## config.mk

```make
export PLATFORM = sky130hd
export DESIGN_NAME = fm_mot_param_loader
export DESIGN_NICKNAME = d
export VERILOG_FILES = /design/src/rtl/fm_mot_param_loader.sv
export SDC_FILE = /design/constraint.sdc
export NUM_CORES = 1
export LEC_CHECK = 0
export ABC_AREA = 1
export CAP_MARGIN = 20
export CORE_UTILIZATION = 56
export DETAILED_ROUTE_END_ITERATION = 16
export DONT_BUFFER_PORTS = 1
export PLACE_DENSITY = 0.71
export RECOVER_POWER = 50
export SYNTH_ARGS = -nofsm -noshare
export SYNTH_HDL_FRONTEND = slang
export SYNTH_SLANG_ARGS = --single-unit
```

## constraint.sdc

```tcl
create_clock -name clk_i -period 2.22 [get_ports clk_i]
set_clock_uncertainty 0.2 [all_clocks]
set_input_delay 0 -clock clk_i [delete_from_list [all_inputs] [get_ports clk_i]]
set_output_delay 0 -clock clk_i [all_outputs]
set_load 0.03 [all_outputs]
```

## src/rtl/fm_mot_param_loader.sv

```systemverilog
// fm_mot_param_loader
//
// Decodes checksummed frames from the touchscreen byte link. It writes FM_MOT
// parameters into the per-mode bank, or it selects the active FM_MOT mode.
// Each complete frame gets a one-byte ACK/NAK.
//
// Frames:
//   write    : A5 CMD IDX D2 D1 D0 CHK  (data MSB first)
//   set mode : A5 CMD CHK
//   CMD[7:6] type (00 write, 01 set mode, 1x illegal), CMD[1:0] mode.
//   CHK is the XOR of all bytes between SOF and CHK.
//
// Ports:
//   clk_i, rst_ni             clock, async active-low reset
//   rx_valid_i/rx_data_i      incoming byte, accepted when rx_ready_o is high
//   rx_ready_o                loader can take a byte (low while a response is pending)
//   tx_valid_o/tx_data_o      response byte (5A ACK, E1 checksum NAK, E2 cmd/index NAK)
//   tx_ready_i                response consumed when tx_valid_o && tx_ready_i
//   wr_en_o                   one-cycle parameter write strobe
//   wr_mode_o/idx_o/data_o    write target and raw 24-bit value, held until next write
//   mode_o                    active FM_MOT mode
//   err_cnt_o                 saturating count of bad frames and timeouts

module fm_mot_param_loader #(
    parameter int unsigned NUM_IDX = 30,
    parameter int unsigned TIMEOUT = 1000000
) (
    input  logic        clk_i,
    input  logic        rst_ni,
    input  logic        rx_valid_i,
    input  logic [7:0]  rx_data_i,
    output logic        rx_ready_o,
    output logic        tx_valid_o,
    output logic [7:0]  tx_data_o,
    input  logic        tx_ready_i,
    output logic        wr_en_o,
    output logic [1:0]  wr_mode_o,
    output logic [4:0]  wr_idx_o,
    output logic [23:0] wr_data_o,
    output logic [1:0]  mode_o,
    output logic [7:0]  err_cnt_o
);

    localparam logic [7:0] Sof    = 8'hA5;
    localparam logic [7:0] Ack    = 8'h5A;
    localparam logic [7:0] NakChk = 8'hE1;
    localparam logic [7:0] NakCmd = 8'hE2;

    localparam logic [1:0] TypeWrite = 2'b00;
    localparam logic [1:0] TypeMode  = 2'b01;

    localparam int unsigned    TmoW    = $clog2(TIMEOUT + 1);
    localparam logic [TmoW-1:0] TmoLast = TmoW'(TIMEOUT - 1);

    // StEval is the cycle between taking CHK and presenting the outcome; all
    // frame effects appear together one cycle after CHK is accepted.
    typedef enum logic [3:0] {
        StIdle,
        StCmd,
        StIdx,
        StD2,
        StD1,
        StD0,
        StChk,
        StEval,
        StResp
    } state_e;

    state_e          state_q, state_d;
    logic [1:0]      type_q, type_d;
    logic [1:0]      cmode_q, cmode_d;
    logic [7:0]      idx_q, idx_d;
    logic [23:0]     data_q, data_d;
    logic [7:0]      xor_q, xor_d;
    logic [7:0]      chk_q, chk_d;
    logic [TmoW-1:0] tmo_q, tmo_d;
    logic [7:0]      tx_data_q, tx_data_d;
    logic            wr_en_q, wr_en_d;
    logic [1:0]      wr_mode_q, wr_mode_d;
    logic [4:0]      wr_idx_q, wr_idx_d;
    logic [23:0]     wr_data_q, wr_data_d;
    logic [1:0]      mode_q, mode_d;
    logic [7:0]      err_cnt_q, err_cnt_d;

    logic rx_ready;
    logic rx_fire;
    logic timed;
    logic err_inc;
    logic idx_big;

    always_comb begin
        state_d   = state_q;
        type_d    = type_q;
        cmode_d   = cmode_q;
        idx_d     = idx_q;
        data_d    = data_q;
        xor_d     = xor_q;
        chk_d     = chk_q;
        tmo_d     = tmo_q;
        tx_data_d = tx_data_q;
        wr_en_d   = 1'b0;
        wr_mode_d = wr_mode_q;
        wr_idx_d  = wr_idx_q;
        wr_data_d = wr_data_q;
        mode_d    = mode_q;
        err_inc   = 1'b0;

        rx_ready = (state_q != StEval) && (state_q != StResp);
        rx_fire  = rx_valid_i && rx_ready;
        timed    = (state_q == StCmd) || (state_q == StIdx) || (state_q == StD2) ||
                   (state_q == StD1) || (state_q == StD0) || (state_q == StChk);
        // Full 8-bit index compare so out-of-range bytes never alias into 0..31.
        idx_big  = 32'(idx_q) >= NUM_IDX;

        unique case (state_q)
            StIdle: begin
                if (rx_fire && rx_data_i == Sof) begin
                    state_d = StCmd;
                end
            end
            StCmd: begin
                if (rx_fire) begin
                    type_d  = rx_data_i[7:6];
                    cmode_d = rx_data_i[1:0];
                    xor_d   = rx_data_i;
                    // Illegal types are only rejected at CHK, so they take the long path.
                    state_d = (rx_data_i[7:6] == TypeMode) ? StChk : StIdx;
                end
            end
            StIdx: begin
                if (rx_fire) begin
                    idx_d   = rx_data_i;
                    xor_d   = xor_q ^ rx_data_i;
                    state_d = StD2;
                end
            end
            StD2: begin
                if (rx_fire) begin
                    data_d[23:16] = rx_data_i;
                    xor_d         = xor_q ^ rx_data_i;
                    state_d       = StD1;
                end
            end
            StD1: begin
                if (rx_fire) begin
                    data_d[15:8] = rx_data_i;
                    xor_d        = xor_q ^ rx_data_i;
                    state_d      = StD0;
                end
            end
            StD0: begin
                if (rx_fire) begin
                    data_d[7:0] = rx_data_i;
                    xor_d       = xor_q ^ rx_data_i;
                    state_d     = StChk;
                end
            end
            StChk: begin
                if (rx_fire) begin
                    chk_d   = rx_data_i;
                    state_d = StEval;
                end
            end
            StEval: begin
                state_d = StResp;
                if (chk_q != xor_q) begin
                    tx_data_d = NakChk;
                    err_inc   = 1'b1;
                end else if (type_q[1] || (type_q == TypeWrite && idx_big)) begin
                    tx_data_d = NakCmd;
                    err_inc   = 1'b1;
                end else begin
                    tx_data_d = Ack;
                    if (type_q == TypeWrite) begin
                        wr_en_d   = 1'b1;
                        wr_mode_d = cmode_q;
                        wr_idx_d  = idx_q[4:0];
                        wr_data_d = data_q;
                    end else begin
                        mode_d = cmode_q;
                    end
                end
            end
            StResp: begin
                if (tx_ready_i) begin
                    state_d = StIdle;
                end
            end
            default: begin
                state_d = StIdle;
            end
        endcase

        // Inter-byte timeout: counts idle cycles inside a frame, drops the frame silently.
        if (timed && !rx_fire) begin
            if (tmo_q == TmoLast) begin
                state_d = StIdle;
                err_inc = 1'b1;
                tmo_d   = '0;
            end else begin
                tmo_d = tmo_q + TmoW'(1);
            end
        end else begin
            tmo_d = '0;
        end

        err_cnt_d = (err_inc && err_cnt_q != 8'hFF) ? err_cnt_q + 8'd1 : err_cnt_q;
    end

    always_ff @(posedge clk_i or negedge rst_ni) begin
        if (!rst_ni) begin
            state_q   <= StIdle;
            type_q    <= '0;
            cmode_q   <= '0;
            idx_q     <= '0;
            data_q    <= '0;
            xor_q     <= '0;
            chk_q     <= '0;
            tmo_q     <= '0;
            tx_data_q <= '0;
            wr_en_q   <= 1'b0;
            wr_mode_q <= '0;
            wr_idx_q  <= '0;
            wr_data_q <= '0;
            mode_q    <= '0;
            err_cnt_q <= '0;
        end else begin
            state_q   <= state_d;
            type_q    <= type_d;
            cmode_q   <= cmode_d;
            idx_q     <= idx_d;
            data_q    <= data_d;
            xor_q     <= xor_d;
            chk_q     <= chk_d;
            tmo_q     <= tmo_d;
            tx_data_q <= tx_data_d;
            wr_en_q   <= wr_en_d;
            wr_mode_q <= wr_mode_d;
            wr_idx_q  <= wr_idx_d;
            wr_data_q <= wr_data_d;
            mode_q    <= mode_d;
            err_cnt_q <= err_cnt_d;
        end
    end

    assign rx_ready_o = rx_ready;
    assign tx_valid_o = (state_q == StResp);
    assign tx_data_o  = tx_data_q;
    assign wr_en_o    = wr_en_q;
    assign wr_mode_o  = wr_mode_q;
    assign wr_idx_o   = wr_idx_q;
    assign wr_data_o  = wr_data_q;
    assign mode_o     = mode_q;
    assign err_cnt_o  = err_cnt_q;

endmodule

```

After elaboration in Yosys (flattened, before gate mapping) --
Cells that the tools add are included.
Word-level totals: register bits after elaboration 126, latch bits 0, RAM bits 0, ROM bits 0, output and inout port bits 52, memories 0
Cells by class: add/subtract/negate cells 2, multiply operators 0, divide/modulo/power cells 0, order comparisons 1, eq/ne operators 17, shifts and indexed selects 0, mux-type cells 28, bitwise operators 4, reductions and logical operators 26
Operator list (number):
- two-way mux 20 bit | 2
- two-way mux 4 bit | 10
- one-hot mux 4 bit (9 select lines) | 1
- two-way mux 8 bit | 4
- adder 20 x 1 -> 20 bit (second input constant) | 1
- equality test 20 bit (second input constant) | 1
- equality test 4 x 3 -> 1 bit (second input constant) | 4
- one-hot mux 8 bit (2 select lines) | 1
- AND reduction 2 bit | 6
- two-way mux 1 bit | 9
- adder 8 x 1 -> 8 bit (second input constant) | 1
- equality test 4 x 2 -> 1 bit (second input constant) | 2
- equality test 8 bit (second input constant) | 1
- >= comparator 8 x 5 -> 1 bit (second input constant) | 1
- inequality test 8 bit | 1
- inequality test 8 bit (second input constant) | 1
- AND reduction 4 bit | 2
- bitwise XOR 8 bit | 1
- logical AND 1 bit | 6
- logical OR 1 bit | 6
- equality test 4 x 1 -> 1 bit (second input constant) | 1
- equality test 4 bit (second input constant) | 1
- logical NOT 4 bit | 1
- inequality test 4 x 3 -> 1 bit (second input constant) | 1
- other kinds (11) | 13

Logic depth before layout (Yosys ltp) --
Gate-level depths: netlist of run 1.
depth after elaboration 9, gate-level depth with buffers 12

Worst setup path before layout of run 1 --
Ideal clock, no wire load.
kind register -> register, start point reg err_cnt_q[0], in the netlist err_cnt_o[0], end point reg err_cnt_q[2], in the netlist err_cnt_o[2], setup time 66 ps, arrival time 1712 ps, setup slack 242 ps, cell stages (with the launch flop) 8, buffers on the path 0, period minus slack after synthesis 1978 ps, cell sequence dfrtp_1 > ha_1 > nand3_1 > nor3_1 > nand3_1 > nand2_4 > nand2_1 > nand2_1
Between the ends: word-level cells in the longest chain between the ends 2
RTL lines:
- from (decl) | line 83 | logic [7:0] err_cnt_q, err_cnt_d;
- from (signal assigned) | line 242 | err_cnt_q <= err_cnt_d;
- parallel branches: the longest is 2 deep, another holds adder 8 x 1 -> 8 bit
Several ways; the timed one is not identified. A chain may end at the register's enable or synchronous reset.

Worst setup path after layout of run 1 --
start point reg state_q[3], end point reg err_cnt_q[1], in the netlist err_cnt_o[1]
Between the ends: word-level cells in the longest chain between the ends 9
RTL lines:
- from (decl) | line 69 | state_e state_q, state_d;
- from (signal assigned) | line 212 | state_q <= StIdle;
- from (signal assigned) | line 228 | state_q <= state_d;
- equality test 4 x 1 -> 1 bit / equality test 4 x 2 -> 1 bit (equally long branches) | line 110 | timed = (state_q == StCmd) || (state_q == StIdx) || (state_q == StD2) ||
- logical OR 1 bit (3 in series) | line 110
- logical OR 1 bit (2 in series) | line 111 | (state_q == StD1) || (state_q == StD0) || (state_q == StChk);
- logical AND 1 bit | line 195 | if (timed && !rx_fire) begin
- two-way mux 1 bit (*) | line 195
- logical AND 1 bit (*) | line 207 | err_cnt_d = (err_inc && err_cnt_q != 8'hFF) ? err_cnt_q + 8'd1 : err_cnt_q;
Mark *: on every way between the ends. The rest lies on a longest branch, timed or not.

==> reports/metrics.csv, run 1 <==
stage;metric;value;unit
global_route;grt_overflow;0;
logic_synthesis;synth_compound_area_share;9.535;%
drt;drc;0;
power_and_ir_drop;leakagePower;3.156;nW
global_route;top_usage_layer;met2;
power_and_ir_drop;power.share.sequential;39.4;%
power_and_ir_drop;power;8.206;mW
clock_tree;clk_latency;0.52;ns
clock_tree;cts.hold.buffers_added;13;
power_and_ir_drop;power_switching;2.658;mW
clock_tree;numCtsBuffers;17;
cells_and_area;antenna_cells;0;
floorplanning;ios;64;
global_route;grt_pass1_vias;4113;
worst_setup_path;max_stage_delay;0.45;ns
logic_synthesis;netlist_top_cells_area;dfrtp_1 56%, nand2_1 12%, inv_1 6.0%;
timing;tightest_slew;0.5826;ns
clock_tree;cts_tree;built;
global_route;grt_max_degree;124;
drt;drt_wl_total;12010;µm
timing;fmax;492.1;MHz
worst_setup_path;r2r_start;state_q[3]$_DFF_PN0_;
floorplanning;fp.dieArea;10290;µm²
worst_setup_path;crit_type;flop to flop;
power_and_ir_drop;switching_share;32.39;%
floorplanning;row_count;35;
clock_tree;post_cts_buffers;0;
clock_tree;clockBufferDepth;2;
global_route;use_met3;6.763;%
timing;slew_viol_final;0;
status;status;finished, violations left;
logic_synthesis;yosys.area.top_type;dfrtp_1;
clock_tree;cts_max_level;4;
logic_synthesis;yosys.area_share.xor_xnor;3.479;%
drt;drtIter0Drc;222;
power_and_ir_drop;ir_worst_vdd;0.6723;mV
drt;viasPerCell;5.281;
worst_setup_path;crit_start;state_q[3]$_DFF_PN0_;
floorplanning;fp.dieH;101.4;µm
logic_synthesis;syn_inst;645;
logic_synthesis;synth_seq_area_share;55.58;%
worst_setup_path;arrival;2.24;ns
floorplanning;start_util;58.82;%
worst_setup_path;cp-start-kind;flop;
status;violations;negative hold slack;
worst_setup_path;rr_endpoint;err_cnt_o[1]$_DFFE_PN0P_;
global_route;grt_pass1_wl;19800;µm
logic_synthesis;ys.flop_type;dfrtp_1;
drt;num_vias;4288;
logic_synthesis;synth_top_area_share;55.58;%
logic_synthesis;yosys_warnings;0;
timing;hold_ws;-1.030;ns
clock_tree;clk_pin_slew;0.06;ns
timing;finalCriticalPeriod;2.032;ns
logic_synthesis;ys_ff_latch;123;
drt;wire_per_inst;14.79;µm
cells_and_area;fin_area;6500;µm²
placed_design;dpl.hpwl;7694;µm
floorplanning;die_width;101.4;µm
timing;setup-tns-final;0;ns
worst_setup_path;cp_max_fo;9;
logic_synthesis;netlist_area;5538;µm²
timing;final-hold-violation-count;123;
logic_synthesis;synth-simple-area-share;22.75;%
worst_setup_path;crit_slowest_cell;dfrtp_1;
power_and_ir_drop;comb_power_share;22.7;%
worst_setup_path;cp_top_family;simple AND/OR/NAND/NOR gates;
logic_synthesis;synthArstFlopShare;100.0;%
drt;drtPass1Iterations;6;
timing;relSlewSlack;61.16;%
drt;ant_nets;0;
worst_setup_path;worst-path-stages;10;
placed_design;pre_cts_slack;0.1192;ns
worst_setup_path;rrSetupSlack;0.19;ns
worst_hold_path;hp-class;input pin to async pin;
global_route;grt_util_met1;32.83;%
logic_synthesis;yosys-top-cells-count;170 x nand2_1, 123 x dfrtp_1, 89 x inv_1;
logic_synthesis;post_synth_mux_area_share;0;%
global_route;track_usage;25.66;%
power_and_ir_drop;p_clk_share;37.8;%
logic_synthesis;yosysMostFrequentCell;nand2_1;
placed_design;gp_congestion;0.8806;
cells_and_area;drive_gt1_share;10.25;%
logic_synthesis;synth_top_family_by_area;simple AND/OR/NAND/NOR gates;
global_route;gr-usage-met2;43.01;%
timing;rsz0062_at_grt;false;
worst_setup_path;path_cells;nor2_2 > nand2_4 > nand3_4 > o21ai_2 > inv_1 > nand2_2 > nand2_4 > nand2_4 > nand2_1 > nand2_1;
global_route;antenna_found_initial;0;
clock_tree;numClockSinks;123;
logic_synthesis;synth_edf_count;0;
logic_synthesis;synth.distinct_cells;37;
timing;worst_slack;0.1881;ns
worst_setup_path;cp.required;2.42;ns
worst_setup_path;cpMostUsedCell;nand2_4;
worst_setup_path;crit_path_end_kind;flop;
timing;setup_viol;0;
placed_design;portBuffers;0;
placed_design;post_dp_cell_area;5692;µm²
logic_synthesis;syn_area_per_cell;8.586;µm²
cells_and_area;syn_to_final_growth;17.37;%
cells_and_area;final_util;69.04;%
timing;min_period_over_period;91.53;%
worst_setup_path;reg2reg_depth;10;
power_and_ir_drop;power_density;1262;nW/µm²
flow_run;drv_cap;0;
worst_setup_path;path_buf_inv;1;
power_and_ir_drop;power.internal;5.548;mW
worst_setup_path;cp-endpoint;err_cnt_o[1]$_DFFE_PN0P_;
floorplanning;coreArea;9415;µm²
logic_synthesis;synth_fp_nets;659;
cells_and_area;nets;685;
logic_synthesis;synthAdderAreaFrac;0.4519;%
clock_tree;root_buffer;clkbuf_8;
[state kept, by name, indices dropped and copies added (netlist names), 8 cells and up]
register,count
tmo_q,20
idx_q,8
chk_q,8
err_cnt_o,8
wr_data_o,24
xor_q,8
data_q,24
[worst min-delay path by stage]
stage | endpoint | slack (ns) | start
after CTS | data_q[11]$_DFFE_PN0P_ | -1.05 | rst_ni
final | wr_data_o[16]$_DFFE_PN0P_ | -1.03 | rst_ni
after detailed placement | wr_data_o[16]$_DFFE_PN0P_ | -0.49 | rst_ni
after global placement | wr_data_o[16]$_DFFE_PN0P_ | -0.49 | rst_ni
after global routing | wr_data_o[16]$_DFFE_PN0P_ | -1.05 | rst_ni
after floorplan | chk_q[0]$_DFFE_PN0P_ | -0.50 | rst_ni
[through the flow]
stage | hold slack, ns | cells
2_1_floorplan | -0.4956 | 645
3_3_place_gp | -0.4923 | 768
3_5_place_dp | -0.4925 | 768
4_1_cts | -1.048 | 812
5_1_grt | -1.055 | 812
6_report | -1.030 | 812
[repair_timing]
action | CTS | global route
endpoints found under the hold margin | 199 | 123
resized for setup | 0 | 3
setup endpoints to repair | 0 | 8
[kinds of logic after synthesis]
logic type / count (synthesis)
xor+xnor: 22
compound gates: 101
simple gates: 283
other cells: 1
fa+ha+maj: 2
flops: 123
buf+inv: 113
[area by class of cell]
| class | count | area (µm²) |
|---|---|---|
| Tap cell | 129 | 161.4 |
| Fill cell | 744 | 2915 |
| Multi-Input combinational cell | 409 | 2019 |
| Inverter | 96 | 360.3 |
| Clock buffer | 18 | 427.9 |
| Timing Repair Buffer | 24 | 212.7 |
| Sequential cell | 123 | 3079 |
| Clock inverter | 13 | 239.0 |
[layer usage]
| metal | up-vias | share of wire, % |
|---|---|---|
| met5 | - | 0 |
| met4 | 0 | 1.1 |
| met3 | 13 | 5.6 |
| met2 | 125 | 50 |
| met1 | 2055 | 44 |
| li1 | 2095 | - |
[power groups by stage]
stage / combinational [mW] / clock [mW] / sequential [mW]
floorplan: 1.41 / 0 / 3.21
global placement: 1.70 / 0 / 3.22
detailed placement: 1.78 / 0 / 3.26
CTS: 1.85 / 3.14 / 3.23
global route: 2.12 / 3.24 / 3.30
finish: 1.87 / 3.10 / 3.24
[cells in the final DEF, fill, tap and decap left out, types with 2 or more instances in the layout]
cell           instances
xor2_1                11
o211ai_1               2
inv_6                  2
nand3_2                3
clkinv_4               3
dfrtp_1              122
nand2_4                3
or2_2                  2
clkinvlp_4             2
clkbuf_16             16
and3_1                 2
ha_1                   2
xnor2_1               11
nor2_1                47
nor3_1                 8
nor2_2                 2
nand4_1               15
o21ai_0               62
bufinv_16              6
o21ai_1               23
dlygate4sd3_1         13
nand2_1              170
clkbuf_8               2
nand3_1               21
a21oi_1                8
nor2_4                 2
o21a_1                 2
inv_1                 89
nor3_2                 3
inv_2                  7
buf_4                 11
No activity file was read; power rests on OpenSTA's default activity.
==> run 2: changes to the inputs <==
==> constraint.sdc (replaced) <==
create_clock -name clk_i -period 2.51 [get_ports clk_i]
set_clock_uncertainty 0.2 [all_clocks]
set_input_delay 0 -clock clk_i [delete_from_list [all_inputs] [get_ports clk_i]]
set_output_delay 0 -clock clk_i [all_outputs]
set_load 0.03 [all_outputs]
==> run 2 against run 1 <==
The run still ends with negative hold slack left. Final cell count fell by 0.49%. Setup slack got worse by 0.0082 ns. Register-to-register slack barely moved. Non-clock buffer count fell by 5. Sequential share of layout area rose by 0.81 points. Utilization fell by 1.2 points. First-iteration DRC count rose by 5.9%. Fmax fell by 13%. Largest power group unchanged.
==> reports/metrics.csv, run 2 (synthesized netlist as in run 1, its figures left out) <==
stage;metric;value;unit;change
clock_tree;numClockSinks;123;;unchanged
global_route;track_usage;25.17;%;was 25.66%
floorplanning;fp.dieH;101.4;µm;unchanged
floorplanning;die_width;101.4;µm;unchanged
global_route;antenna_found_initial;0;;unchanged
timing;min_period_over_period;92.83;%;was 91.53%
timing;fmax;429.2;MHz;was 492.1 MHz
clock_tree;numCtsBuffers;17;;unchanged
global_route;use_met3;7.177;%;was 6.763%
clock_tree;post_cts_buffers;0;;unchanged
floorplanning;row_count;35;;unchanged
clock_tree;cts_max_level;4;;unchanged
floorplanning;coreArea;9415;µm²;unchanged
timing;tightest_slew;0.5655;ns;was 0.5826 ns
global_route;grt_util_met1;33.15;%;was 32.83%
timing;hold_ws;-1.029;ns;was -1.030 ns
drt;wire_per_inst;14.67;µm;was 14.79 µm
cells_and_area;ff_latch_area;3078;µm²;was 3079 µm²
flow_run;drv_cap;0;;unchanged
timing;slew_viol_final;0;;unchanged
power_and_ir_drop;leakagePower;3.083;nW;was 3.156 nW
timing;rsz0062_at_grt;false;;unchanged
timing;worst_slack;0.1799;ns;was 0.1881 ns
placed_design;portBuffers;0;;unchanged
worst_setup_path;arrival;2.56;ns;was 2.24 ns
cells_and_area;multiInputGateArea;2009;µm²;was 2019 µm²
clock_tree;root_buffer;clkbuf_8;;unchanged
global_route;grt_max_degree;124;;unchanged
clock_tree;clk_latency;0.52;ns;about the same
timing;setup_viol;0;;unchanged
timing;relSlewSlack;62.30;%;was 61.16%
status;violations;negative hold slack;;unchanged
cells_and_area;final_cell_mix;170 x nand2_1, 123 x dfrtp_1, 89 x inv_1;;was 170 x nand2_1, 122 x dfrtp_1, 89 x inv_1
global_route;gr-usage-met2;39.30;%;was 43.01%
power_and_ir_drop;ir_worst_vdd;0.5990;mV;was 0.6723 mV
worst_hold_path;hp-class;input pin to async pin;;unchanged
clock_tree;cts.hold.buffers_added;15;;was 13
timing;setup-tns-final;0;ns;unchanged
global_route;grt_pass1_wl;19600;µm;was 19,800 µm
drt;drtPass1Iterations;5;;was 6
drt;viasPerCell;5.288;;was 5.281
cells_and_area;drive_gt1_share;9.131;%;was 10.25%
timing;final-hold-violation-count;123;;unchanged
global_route;grt_pass1_vias;4117;;was 4,113
worst_setup_path;crit_type;flop to flop;;unchanged
worst_setup_path;cp-start-kind;flop;;unchanged
status;status;finished, violations left;;unchanged
drt;ant_nets;0;;unchanged
worst_setup_path;cpMostUsedCell;nand2_1;;was nand2_4
clock_tree;clockBufferDepth;2;;unchanged
timing;finalCriticalPeriod;2.330;ns;was 2.032 ns
placed_design;gp_congestion;0.9026;;was 0.8806
placed_design;pre_cts_slack;0.3062;ns;was 0.1192 ns
worst_setup_path;path_cells;nand2_1 > inv_2 > nand2_4 > nand3_4 > nor2_4 > nand2_1 > dlygate4sd3_1 > o21ai_0;;was nor2_2 > nand2_4 > nand3_4 > o21ai_2 > inv_1 > nand2_2 > nand2_4 > nand2_4 > nand2_1 > nand2_1
global_route;top_usage_layer;met2;;unchanged
floorplanning;fp.dieArea;10290;µm²;unchanged
cells_and_area;layout_commonest_cell;nand2_1;;unchanged
worst_setup_path;max_stage_delay;0.57;ns;was 0.45 ns
worst_setup_path;cp.required;2.74;ns;was 2.42 ns
cells_and_area;antenna_cells;0;;unchanged
global_route;grt_overflow;0;;unchanged
worst_setup_path;cp_max_fo;16;;was 9
floorplanning;start_util;58.82;%;unchanged
cells_and_area;syn_to_final_growth;15.36;%;was 17.37%
worst_setup_path;crit_path_end_kind;flop;;unchanged
worst_setup_path;crit_slowest_cell;dlygate4sd3_1;;was dfrtp_1
drt;num_vias;4273;;was 4,288
drt;drc;0;;unchanged
clock_tree;clk_pin_slew;0.06;ns;about the same
cells_and_area;final.fill_count;761;;was 744
drt;drt_wl_total;11860;µm;was 12,010 µm
power_and_ir_drop;power_density;1071;nW/µm²;was 1262 nW/µm²
clock_tree;cts-resized-gates;0;;unchanged
cells_and_area;nets;680;;was 685
placed_design;dpl.hpwl;7487;µm;was 7694 µm
floorplanning;ios;64;;unchanged
drt;drtIter0Drc;235;;was 222
clock_tree;cts_tree;built;;unchanged
run 2: path summary, 6_finish.rpt:
path | startpoint | endpoint | slack, ns | depth (start not counted)
max in group asynchronous | rst_ni | xor_q[1]$_DFFE_PN0P_ | 2.98 | 0
setup / recovery | state_q[0]$_DFF_PN0_ | cmode_q[0]$_DFFE_PN0P_ | 0.18 | 8
min in group clk_i | rx_data_i[3] | xor_q[3]$_DFFE_PN0P_ | 0.02 | 3
setup reg to reg | state_q[0]$_DFF_PN0_ | cmode_q[0]$_DFFE_PN0P_ | 0.18 | 8
hold reg to reg | tmo_q[0]$_DFF_PN0_ | tmo_q[0]$_DFF_PN0_ | 0.26 | 1
hold / removal | rst_ni | wr_data_o[17]$_DFFE_PN0P_ | -1.03 | 0
run 2: critical path: cells and delay by family, from the launching register on:
family	cells	cell delay, ns
AO/OA/AOI/OAI	1	0.10
buffers and inverters	2	0.63
flip-flops	1	0.48
AND/OR/NAND/NOR	5	0.83
run 2: through the flow:
stage               total power [mW]  utilization (%)  instance area (µm²)  cells
finish                         6.840            67.85                 6389    808
global route                   7.265            67.85                 6389    808
CTS                            6.870            67.85                 6389    808
detailed placement             4.389            60.03                 5652    761
global placement               4.309            60.03                 5652    761
floorplan                      4.084                -                 5538    645
run 2: cell type report:
cell class	count	area share (%)
clock buffer	18	6.698
multi-input combinational	409	31.45
inverter	96	5.640
sequential	123	48.18
timing repair buffer	19	3.016
clock inverter	14	2.487
tap	129	2.526
run 2: layer usage:
metal  part of all wire [%]  vias up
li1                       -     2078
met5                      0        -
met2                     47      126
met4                    1.8        0
met1                     45     2052
met3                    6.1       17
run 2: power by group:
group | internal, mW | switching (mW)
registers | 2.47 | 0.465
clock network | 1.46 | 0.945
logic | 0.564 | 0.936
